===== src/rtl/fetch_unit.sv =====
// Instruction-fetch stage: owns the PC, issues one outstanding request at a time on the
// SRAM-like instruction bus and hands {pc, inst, adel} to IF/ID via a valid/ready pair.
module fetch_unit #(
    parameter logic [31:0] RESET_PC = 32'hBFC0_0000,
    parameter logic [31:0] PC_STEP  = 32'd4
) (
    input  logic        clk,
    input  logic        rst,
    input  logic        redirect_valid,
    input  logic [31:0] redirect_pc,
    output logic        inst_req,
    output logic [31:0] inst_addr,
    input  logic        inst_addr_ok,
    input  logic        inst_data_ok,
    input  logic [31:0] inst_rdata,
    output logic        out_valid,
    input  logic        out_ready,
    output logic [31:0] out_pc,
    output logic [31:0] out_inst,
    output logic        out_adel
);

    typedef enum logic [1:0] {
        BOOT = 2'd0,
        REQ  = 2'd1,
        WAIT = 2'd2,
        HOLD = 2'd3
    } state_t;

    state_t      state;
    logic [31:0] pc;
    logic        discard;   // a committed request's data must be thrown away
    logic        misaligned;

    assign misaligned = (pc[1:0] != 2'b00);
    assign inst_req   = (state == REQ) && !misaligned;
    assign inst_addr  = pc;
    assign out_valid  = (state == HOLD);

    // NOTE: all state uses non-blocking assignments so every branch reads pre-edge values.
    always_ff @(posedge clk or negedge rst) begin
        if (!rst) begin
            state    <= BOOT;
            pc       <= RESET_PC;
            discard  <= 1'b0;
            out_pc   <= 32'd0;
            out_inst <= 32'd0;
            out_adel <= 1'b0;
        end else begin
            case (state)
                BOOT: begin
                    state <= REQ;
                    if (redirect_valid) pc <= redirect_pc;
                end

                REQ: begin
                    if (redirect_valid) begin
                        pc <= redirect_pc;
                        // Request already accepted by the bus: its data must be dropped.
                        if (inst_req && inst_addr_ok) begin
                            discard <= 1'b1;
                            state   <= WAIT;
                        end
                    end else if (misaligned) begin
                        out_pc   <= pc;
                        out_inst <= 32'd0;
                        out_adel <= 1'b1;
                        state    <= HOLD;
                    end else if (inst_addr_ok) begin
                        state <= WAIT;
                    end
                end

                WAIT: begin
                    if (redirect_valid) begin
                        pc <= redirect_pc;
                        if (inst_data_ok) begin
                            discard <= 1'b0;
                            state   <= REQ;
                        end else begin
                            discard <= 1'b1;
                        end
                    end else if (inst_data_ok) begin
                        if (discard) begin
                            discard <= 1'b0;
                            state   <= REQ;
                        end else begin
                            out_pc   <= pc;
                            out_inst <= inst_rdata;
                            out_adel <= 1'b0;
                            state    <= HOLD;
                        end
                    end
                end

                HOLD: begin
                    if (redirect_valid) begin
                        pc    <= redirect_pc;
                        state <= REQ;
                    end else if (out_ready) begin
                        pc    <= pc + PC_STEP;
                        state <= REQ;
                    end
                end

                default: state <= BOOT;
            endcase
        end
    end

endmodule


===== config.mk =====
export PLATFORM = sky130hd
export DESIGN_NAME = fetch_unit
export DESIGN_NICKNAME = d
export VERILOG_FILES = /design/src/rtl/fetch_unit.sv
export SDC_FILE = /design/constraint.sdc
export NUM_CORES = 1
export LEC_CHECK = 0
export ABC_AREA = 1
export CAP_MARGIN = 10
export CORE_ASPECT_RATIO = 0.5
export CORE_MARGIN = 10
export CORE_UTILIZATION = 55
export CTS_CLUSTER_DIAMETER = 30
export DETAILED_ROUTE_END_ITERATION = 6
export DONT_BUFFER_PORTS = 1
export PLACE_DENSITY = 0.81
export SYNTH_ARGS = -nofsm -noshare
export SYNTH_HDL_FRONTEND = slang
export SYNTH_SLANG_ARGS = --single-unit

===== constraint.sdc =====
create_clock -name clk -period 2 [get_ports clk]
set_clock_uncertainty 0.15 [all_clocks]
set_input_delay 0.4 -clock clk [delete_from_list [all_inputs] [get_ports clk]]
set_output_delay 0.4 -clock clk [all_outputs]
set_load 0.05 [all_outputs]

==> flow_metrics.env, run 1 <==
export IMPL_status="complete, but fails checks"
export IMPL_violations="negative hold slack"
export IMPL_syn_avg_cell_area_um2=7.46
export IMPL_peakVddDrop_mv=0.834
export IMPL_synth_top_area_share_pct=43.5
export IMPL_cts_htree_levels=3
export IMPL_post_route_cells_drive_above_1_share_pct=16.0
export IMPL_syn_inst=701
export IMPL_cts_tree="done"
export IMPL_yosysTopAreaCell="dfrtp_1"
export IMPL_combPwrFrac_pct=35.7
export IMPL_ctsRootBufferMaster="clkbuf_16"
export IMPL_crit_buf_inv=3
export IMPL_async_reset_ff_share_pct=100
export IMPL_yosysSeqAreaShare_pct=48.1
export IMPL_numCtsBuffers=9
export IMPL_clk_latency_ps=350
export IMPL_path_cells="inv_1, ha_1, nand2_2, inv_2, buf_12"
export IMPL_final_nets=808
export IMPL_synth_most_common_cell="nand2_1"
export IMPL_die_area_mm2=0.0140
export IMPL_die_w_um=158
export IMPL_period_minus_slack_ps=1940
export IMPL_seq_power_share_pct=48.0
export IMPL_min_period_over_period_pct=96.9
export IMPL_grtUsageTotal_pct=20.3
export IMPL_reg2reg_slack_ps=110
export IMPL_grt_max_degree=101
export IMPL_vias_per_cell=5.38
export IMPL_hold_violations=100
export IMPL_holdWs_ps=-411
export IMPL_final_util_pct=64.6
export IMPL_first_pass_iters=5
export IMPL_gp_congestion=0.899
export IMPL_critPathCaptureType="primary output"
export IMPL_wl_per_cell_um=16.7
export IMPL_grt_overflow_total=0
export IMPL_switchingPower_mw=5.93
export IMPL_synth_nets=776
export IMPL_switching_share_pct=53.7
export IMPL_drcViolationCount=0
export IMPL_grt_pass1_vias=4441
export IMPL_ys_flop_type="dfrtp_1"
export IMPL_synth_warnings=0
export IMPL_start_kind="flop"
export IMPL_p_int_mw=5.12
export IMPL_cts_max_path_buffers=2
export IMPL_core_area_mm2=0.00935
export IMPL_die_h_um=89.0
export IMPL_p_per_area_mw_per_mm2=1830
export IMPL_timing_critical_path_slowest_stage_cell="dfrtp_1"
export IMPL_dp_hpwl_mm=10.8
export IMPL_rows=25
export IMPL_area_growth_syn_to_layout_pct=15.4
export IMPL_pin_count=169
export IMPL_io_buffers=0
export IMPL_path_class="reg -> out"
export IMPL_cts_sinks=100
export IMPL_required_ps=1450
export IMPL_multiInputGateArea_mm2=0.00234
export IMPL_yosysUniqueCellTypes=37
export IMPL_wirelength_mm=14.3
export IMPL_p_clk_share_pct=16.3
export IMPL_synth_seq_cells=100
export IMPL_hp_class="in -> async"
export IMPL_n_fill_cell=781
export IMPL_timing_fmax_mhz=516
export IMPL_clkTransAtPathRegs_ps=70
export IMPL_grt_first_pass_wirelength_mm=22.7
export IMPL_cp_arrival_ps=1390
export IMPL_yosys_top_cells_area="dfrtp_1 (44%), nand2_1 (19%), nor2_1 (5.3%), o21ai_1 (5.2%), dfstp_2 (4.5%)"
export IMPL_slowest_delay_ps=430
export IMPL_finalMaxSlewViolations=0
export IMPL_drtAntennaViolNets=0
export IMPL_floorplan_initialDensity_pct=55.9
export IMPL_cp_top_family="flip-flops"
export IMPL_synth_edf_count=0
export IMPL_report_final_setup_viol=0
export IMPL_slew_headroom_pct=65.3
export IMPL_synthTopCellsByCount="nand2_1 (260), dfrtp_1 (91), nor2_1 (74)"
export IMPL_maxCapViolCount=0
export IMPL_tightestPinTransition_ps=521
export IMPL_register_area_mm2=0.00251
export IMPL_drtIter0Drc=443
export IMPL_p_leak_nw=2.88
export IMPL_via_count=4624
export IMPL_crit_fanout=5
export IMPL_grt_antenna_before_repair=1
export IMPL_syn_area_mm2=0.00523
-- flip-flops by register name (all words and copies together) (netlist names) --
name	count
out_pc	32
out_inst	32
inst_addr	32
state	2
discard	1
out_adel	1
-- cell families after synthesis --
family | Yosys count | share of synthesized area (%)
adders and majority gates | 5 | 1.20
AOI/OAI and AO/OA | 108 | 11.5
DFF | 100 | 48.1
buffers and inverters | 91 | 7.68
muxes | 2 | 0.430
xor gates and xnor gates | 1 | 0.167
and+or+nand+nor | 394 | 31.0
-- final cells by class --
cell class | instances | share of cell area [%]
diodes | 1 | 0.0414
clock buffers | 11 | 4.19
clock inverters | 5 | 0.974
inverters | 60 | 3.73
multi-input cells | 510 | 38.8
flip-flops and latches | 100 | 41.6
well taps | 121 | 2.51
repair buffers | 52 | 8.16
-- worst reg2reg max path: cells and delay by family, from the launching register on --
family | cells | cell delay, ps
AND/OR/NAND/NOR | 4 | 370
adder cells (fa/ha/maj) | 1 | 220
flip-flops | 1 | 430
buffers and inverters | 4 | 420
AO/OA/AOI/OAI | 2 | 220
-- final timing paths --
check                                   start       endpoint  depth (start not counted)
worst max-delay path                 state[1]       inst_req                          5
worst min-delay path                      rst  inst_addr[19]                          0
worst max register to register       state[1]  inst_addr[14]                         11
worst min register to register  inst_addr[24]  inst_addr[24]                          2
max in group asynchronous                 rst  inst_addr[23]                          0
min in group clk                inst_rdata[5]    out_inst[5]                          2
-- power groups by stage --
| stage | Combinational [mW] | Clock [mW] | Sequential [mW] |
|---|---|---|---|
| after floorplan | 2.05 | 0 | 5.97 |
| after global placement | 3.77 | 0 | 5.34 |
| after detailed placement | 3.87 | 0 | 5.35 |
| after CTS | 3.88 | 1.83 | 5.32 |
| after global routing | 4.38 | 1.94 | 5.42 |
| final | 3.95 | 1.80 | 5.30 |
-- layout by cell type (no fill, tap or decap), drive strengths merged --
cell type	count
o21ai	88
nor3	4
ha	5
xor2	1
nand3	34
o221ai	1
inv	60
a21oi	11
buf	52
nor3b	1
nand2	265
clkinv	2
dfrtp	91
o22ai	2
clkbuf	11
dfstp	9
nand4	4
and2	1
or2	1
a21boi	1
mux2	2
a22oi	2
bufinv	1
a31oi	2
nor2	84
diode	1
clkinvlp	2
o21bai	1
-- per-stage QoR --
stage | power, mW | area (um2) | setup WS, ps | setup TNS, ps | instances
2_1_floorplan | 8.03 | 5230 | 26.0 | 0 | 701
3_3_place_gp | 9.11 | 5660 | 160 | 0 | 838
3_5_place_dp | 9.22 | 5660 | 108 | 0 | 838
4_1_cts | 11.0 | 5980 | 16.0 | 0 | 854
5_1_grt | 11.7 | 6040 | -2.70 | -2.70 | 860
6_report | 11.0 | 6040 | 61.8 | 0 | 860
-- metal layers --
metal / vias to the layer above / GRT usage, % / wire (um)
li1: 2288 / - / -
met1: 2137 / 23.4 / 5640
met2: 185 / 34.7 / 6880
met3: 14 / 7.97 / 1640
met4: 0 / 5.73 / 170
met5: - / 0 / 0
-- what timing repair did --
item | 4_1_cts | 5_1_grt
setup endpoints to repair | 1 | 18
gates resized for setup | 1 | 8
pin swaps | 0 | 1
setup buffers | 0 | 5
hold endpoints to repair | 100 | 100
(Power assumes the default switching activity.)
==> run 2, diff against run 1 <==
--- a/config.mk
+++ b/config.mk
@@ -7,7 +7,6 @@
 export LEC_CHECK = 0
 export ABC_AREA = 1
 export CAP_MARGIN = 10
-export CORE_ASPECT_RATIO = 0.5
 export CORE_MARGIN = 10
 export CORE_UTILIZATION = 55
 export CTS_CLUSTER_DIAMETER = 30
==> flow_metrics.env, run 2 (same netlist as run 1, synthesis figures left out) <==
export IMPL_cts_max_path_buffers=2
export IMPL_required_ps=1450
export IMPL_fin_ws_ps=25.9
export IMPL_area_growth_syn_to_layout_pct=14.4
export IMPL_holdWs_ps=-441
export IMPL_cp_arrival_ps=1420
export IMPL_post_route_cells_drive_above_1_share_pct=16.2
export IMPL_grtUsageTotal_pct=20.8
export IMPL_io_buffers=0
export IMPL_peakVddDrop_mv=1.14
export IMPL_pin_count=169
export IMPL_hold_buffers=1
export IMPL_status="complete, but fails checks"
export IMPL_gp_congestion=0.930
export IMPL_cts_tree="done"
export IMPL_clk_latency_ps=370
export IMPL_hold_violations=100
export IMPL_wl_per_cell_um=17.6
export IMPL_p_leak_nw=2.86
export IMPL_rsz0062_at_grt="true"
export IMPL_wirelength_mm=15.3
export IMPL_grt_first_pass_wirelength_mm=23.9
export IMPL_layout_commonest_cell="nand2_1"
export IMPL_multiInputGateArea_mm2=0.00235
export IMPL_p_total_mw=10.9
export IMPL_dp_cells=847
export IMPL_maxCapViolCount=0
export IMPL_crit_fanout=5
export IMPL_core_area_mm2=0.00924
export IMPL_grt_max_degree=101
export IMPL_report_final_setup_viol=0
export IMPL_p_per_area_mw_per_mm2=1820
export IMPL_floorplan_initialDensity_pct=56.6
export IMPL_vias_per_cell=5.45
export IMPL_hp_class="in -> async"
export IMPL_switching_share_pct=55.1
export IMPL_tightestPinTransition_ps=537
export IMPL_n_fill_cell=802
export IMPL_switchingPower_mw=6.00
export IMPL_rows=35
export IMPL_period_minus_slack_ps=1970
export IMPL_grtUsageMet3_pct=8.01
export IMPL_cts_sinks=100
export IMPL_met1_usage_pct=24.9
export IMPL_slew_headroom_pct=64.2
export IMPL_pre_cts_ws_ps=43.8
export IMPL_first_pass_iters=5
export IMPL_finalSetupTns_ps=0
export IMPL_p_int_mw=4.89
export IMPL_timing_fmax_mhz=507
export IMPL_min_period_over_period_pct=98.7
export IMPL_violations="negative hold slack"
export IMPL_drtAntennaViolNets=0
export IMPL_num_antenna_cells=0
export IMPL_final_nets=811
export IMPL_top_usage_layer="met2"
export IMPL_most_common_layout_cells="nand2_1 (258), dfrtp_1 (91), nor2_1 (73), o21ai_1 (55), inv_1 (52)"
export IMPL_start_kind="flop"
export IMPL_cts_htree_levels=3
export IMPL_drtIter0Drc=405
export IMPL_numCtsBuffers=9
export IMPL_drcViolationCount=0
export IMPL_register_area_mm2=0.00251
export IMPL_grt_antenna_before_repair=1
export IMPL_p_clk_share_pct=14.5
export IMPL_via_count=4735
export IMPL_combPwrFrac_pct=36.3
export IMPL_path_class="reg -> out"
export IMPL_die_h_um=118
export IMPL_ctsRootBufferMaster="clkbuf_8"
export IMPL_critPathCaptureType="primary output"
export IMPL_grt_pass1_vias=4533
export IMPL_die_area_mm2=0.0138
export IMPL_clkTransAtPathRegs_ps=100
export IMPL_seq_power_share_pct=49.1
export IMPL_finalMaxSlewViolations=0
export IMPL_grtUsageMet2_pct=33.8
export IMPL_layout_cells_non_filler=869
export IMPL_dp_hpwl_mm=11.4
export IMPL_die_w_um=118
export IMPL_grt_overflow_total=0
[run 2: through the flow]
stage               area (um2)  util, %
floorplan                 5230        -
global placement          5640     61.1
detailed placement        5640     61.1
CTS                       5910     64.0
global route              5990     64.8
finish                    5990     64.8
[run 2: worst paths after layout]
| kind | from | to | slack [ps] | cells past startpoint |
|---|---|---|---|---|
| min reg2reg | inst_addr[22] | inst_addr[22] | 380 | 2 |
| max reg2reg | state[0] | inst_addr[16] | 100 | 9 |
| max in group asynchronous | rst | inst_addr[26] | 1920 | 0 |
| max | state[1] | inst_req | 30 | 5 |
| min in group clk | inst_rdata[12] | out_inst[12] | 10 | 2 |
| min | rst | out_inst[27] | -440 | 0 |
[run 2: what timing repair did]
item / CTS / global route
cloned: 0 / 1
resized for setup: 3 / 7
endpoints found under the hold margin: 101 / 100
pin swaps: 0 / 2
setup endpoints to repair: 2 / 11
setup buffers: 1 / 4
[run 2: layout make-up]
type,count,share of cell area (%)
well taps,129,2.70
inverters,60,3.76
multi-input cells,510,39.2
flip-flops and latches,100,42.0
clock buffers,9,2.07
repair buffers,55,8.26
clock inverters,6,1.99
[run 2: critical path, cell delays in order (launching register included)]
cell and delay, ps:
dfrtp_1 450, inv_1 90, ha_2 190, nand2_2 90, inv_2 100, buf_12 130
[run 2: routing by layer]
| layer | vias to the layer above | share of wire [%] |
|---|---|---|
| met3 | 24 | 11 |
| met4 | 2 | 2.1 |
| li1 | 2276 | - |
| met2 | 204 | 48 |
| met1 | 2229 | 39 |
| met5 | - | 0.12 |
[run 2: power groups by stage]
stage | registers, mW | clock network [mW] | logic, mW
2_1_floorplan | 5.97 | 0 | 2.05
3_3_place_gp | 5.37 | 0 | 3.69
3_5_place_dp | 5.39 | 0 | 3.86
4_1_cts | 5.36 | 1.60 | 3.89
5_1_grt | 5.45 | 1.69 | 4.35
6_report | 5.35 | 1.58 | 3.96
==> run 3, diff against run 2 <==
--- a/config.mk
+++ b/config.mk
@@ -7,12 +7,14 @@
 export LEC_CHECK = 0
 export ABC_AREA = 1
 export CAP_MARGIN = 10
+export CELL_PAD_IN_SITES_DETAIL_PLACEMENT = 0
+export CELL_PAD_IN_SITES_GLOBAL_PLACEMENT = 1
 export CORE_MARGIN = 10
-export CORE_UTILIZATION = 55
+export CORE_UTILIZATION = 45
 export CTS_CLUSTER_DIAMETER = 30
 export DETAILED_ROUTE_END_ITERATION = 6
 export DONT_BUFFER_PORTS = 1
-export PLACE_DENSITY = 0.81
+export PLACE_DENSITY = 0.91
 export SYNTH_ARGS = -nofsm -noshare
 export SYNTH_HDL_FRONTEND = slang
 export SYNTH_SLANG_ARGS = --single-unit
==> flow_metrics.env, run 3 (same netlist as run 1, synthesis figures left out) <==
export IMPL_r2r_start="state[0]"
export IMPL_peakVddDrop_mv=1.02
export IMPL_holdWs_ps=-400
export IMPL_stdcell_area_mm2=0.00597
export IMPL_grt_max_degree=101
export IMPL_grtUsageTotal_pct=17.9
export IMPL_via_count=4624
export IMPL_period_minus_slack_ps=1910
export IMPL_p_per_area_mw_per_mm2=1830
export IMPL_fin_ws_ps=90.9
export IMPL_clkTransAtPathRegs_ps=70
export IMPL_ctsRootBufferMaster="clkbuf_16"
export IMPL_grt_first_pass_wirelength_mm=23.6
export IMPL_wl_per_cell_um=17.5
export IMPL_first_pass_iters=7
export IMPL_pin_count=169
export IMPL_reg2reg_slack_ps=130
export IMPL_pre_cts_ws_ps=144
export IMPL_cts_tree="done"
export IMPL_critPathCaptureType="primary output"
export IMPL_die_w_um=128
export IMPL_placed_area_mm2=0.00561
export IMPL_cts_sinks=100
export IMPL_most_common_layout_cells="nand2_1 (259), dfrtp_1 (90), nor2_1 (73), o21ai_1 (54), inv_1 (53)"
export IMPL_path_class="reg -> out"
export IMPL_io_buffers=0
export IMPL_floorplan_initialDensity_pct=45.8
export IMPL_die_area_mm2=0.0163
export IMPL_slew_headroom_pct=64.2
export IMPL_min_period_over_period_pct=95.5
export IMPL_drtIter0Drc=376
export IMPL_timing_fmax_mhz=524
export IMPL_grt_pass1_vias=4436
export IMPL_grt_overflow_total=0
export IMPL_crit_fanout=7
export IMPL_clk_latency_ps=340
export IMPL_violations="negative hold slack"
export IMPL_r2r_end="out_inst[16]"
export IMPL_reg2reg_depth=8
export IMPL_cts_htree_levels=3
export IMPL_hp_class="in -> async"
export IMPL_num_antenna_cells=0
export IMPL_area_growth_syn_to_layout_pct=14.1
export IMPL_cp_arrival_ps=1360
export IMPL_maxCapViolCount=0
export IMPL_drcViolationCount=0
export IMPL_post_route_cells_drive_above_1_share_pct=14.8
export IMPL_core_area_mm2=0.0114
export IMPL_gp_congestion=0.844
export IMPL_start_kind="flop"
export IMPL_p_leak_nw=2.82
export IMPL_vias_per_cell=5.31
export IMPL_dp_hpwl_mm=11.4
export IMPL_die_h_um=128
export IMPL_wirelength_mm=15.2
export IMPL_numCtsBuffers=9
export IMPL_hold_violations=100
export IMPL_rows=39
export IMPL_drtAntennaViolNets=0
export IMPL_dp_cells=853
export IMPL_final_nets=800
export IMPL_status="complete, but fails checks"
export IMPL_layout_commonest_cell="nand2_1"
export IMPL_layout_cells_non_filler=871
export IMPL_report_final_setup_viol=0
export IMPL_finalMaxSlewViolations=0
export IMPL_tightestPinTransition_ps=538
export IMPL_final_util_pct=52.3
export IMPL_required_ps=1450
export IMPL_cts_max_path_buffers=2
export IMPL_grt_antenna_before_repair=1
run 3: changes by cell type in the layout (fill, tap and decap cells not counted), moves of 2 or more:
cell and delta:
buf_4 -8, buf_6 -3, bufinv_16 -2, clkbuf_16 +9
clkbuf_8 -8, inv_6 -2
run 3: worst max-delay path by stage:
| stage | from | end | slack (ps) | depth (start not counted) |
|---|---|---|---|---|
| floorplan | inst_addr[3] | inst_addr[14] | 30 | 10 |
| global placement | state[0] | inst_addr[14] | 210 | 9 |
| detailed placement | state[1] | inst_addr[19] | 140 | 9 |
| CTS | state[1] | inst_req | 3 | 5 |
| global route | state[1] | inst_req | -20 | 5 |
| finish | state[1] | inst_req | 90 | 5 |
run 3: through the flow:
| stage | power [mW] | TNS (ps) |
|---|---|---|
| 2_1_floorplan | 8.03 | 0 |
| 3_3_place_gp | 9.05 | 0 |
| 3_5_place_dp | 9.18 | 0 |
| 4_1_cts | 10.9 | 0 |
| 5_1_grt | 11.6 | -32.8 |
| 6_report | 10.9 | 0 |
run 3: routing by layer:
metal	up-vias	part of all wire, %	global-route usage (%)
li1	2269	-	-
met3	19	10	7.28
met4	2	1.6	6.09
met2	159	47	28.3
met1	2175	41	21.8
met5	-	0.072	0
run 3: final cells by class:
cell class / instances / area [um2]
Fill cell: 1108 / 5450
Sequential cell: 100 / 2510
Multi-Input combinational cell: 510 / 2350
Timing Repair Buffer: 44 / 410
Clock buffer: 10 / 239
Inverter: 60 / 225
Tap cell: 143 / 179
Clock inverter: 4 / 51.3
run 3: power breakdown:
group	internal, mW	switching (mW)	leakage [nW]
Combinational	1.20	2.64	1.43
Sequential	2.80	2.53	1.25
Clock	0.991	0.745	0.140
run 3: repair_timing:
item,4_1_cts,5_1_grt
endpoints found under the hold margin,100,100
pin swaps,0,1
setup endpoints to repair,1,10
setup buffers,0,3
resized for setup,2,3
gates cloned,0,1
run 3: critical path: stages (launching register included):
cell     delay, ps
dfrtp_1        420
inv_1          110
ha_4           180
nand2_2         90
inv_2           80
buf_12         130
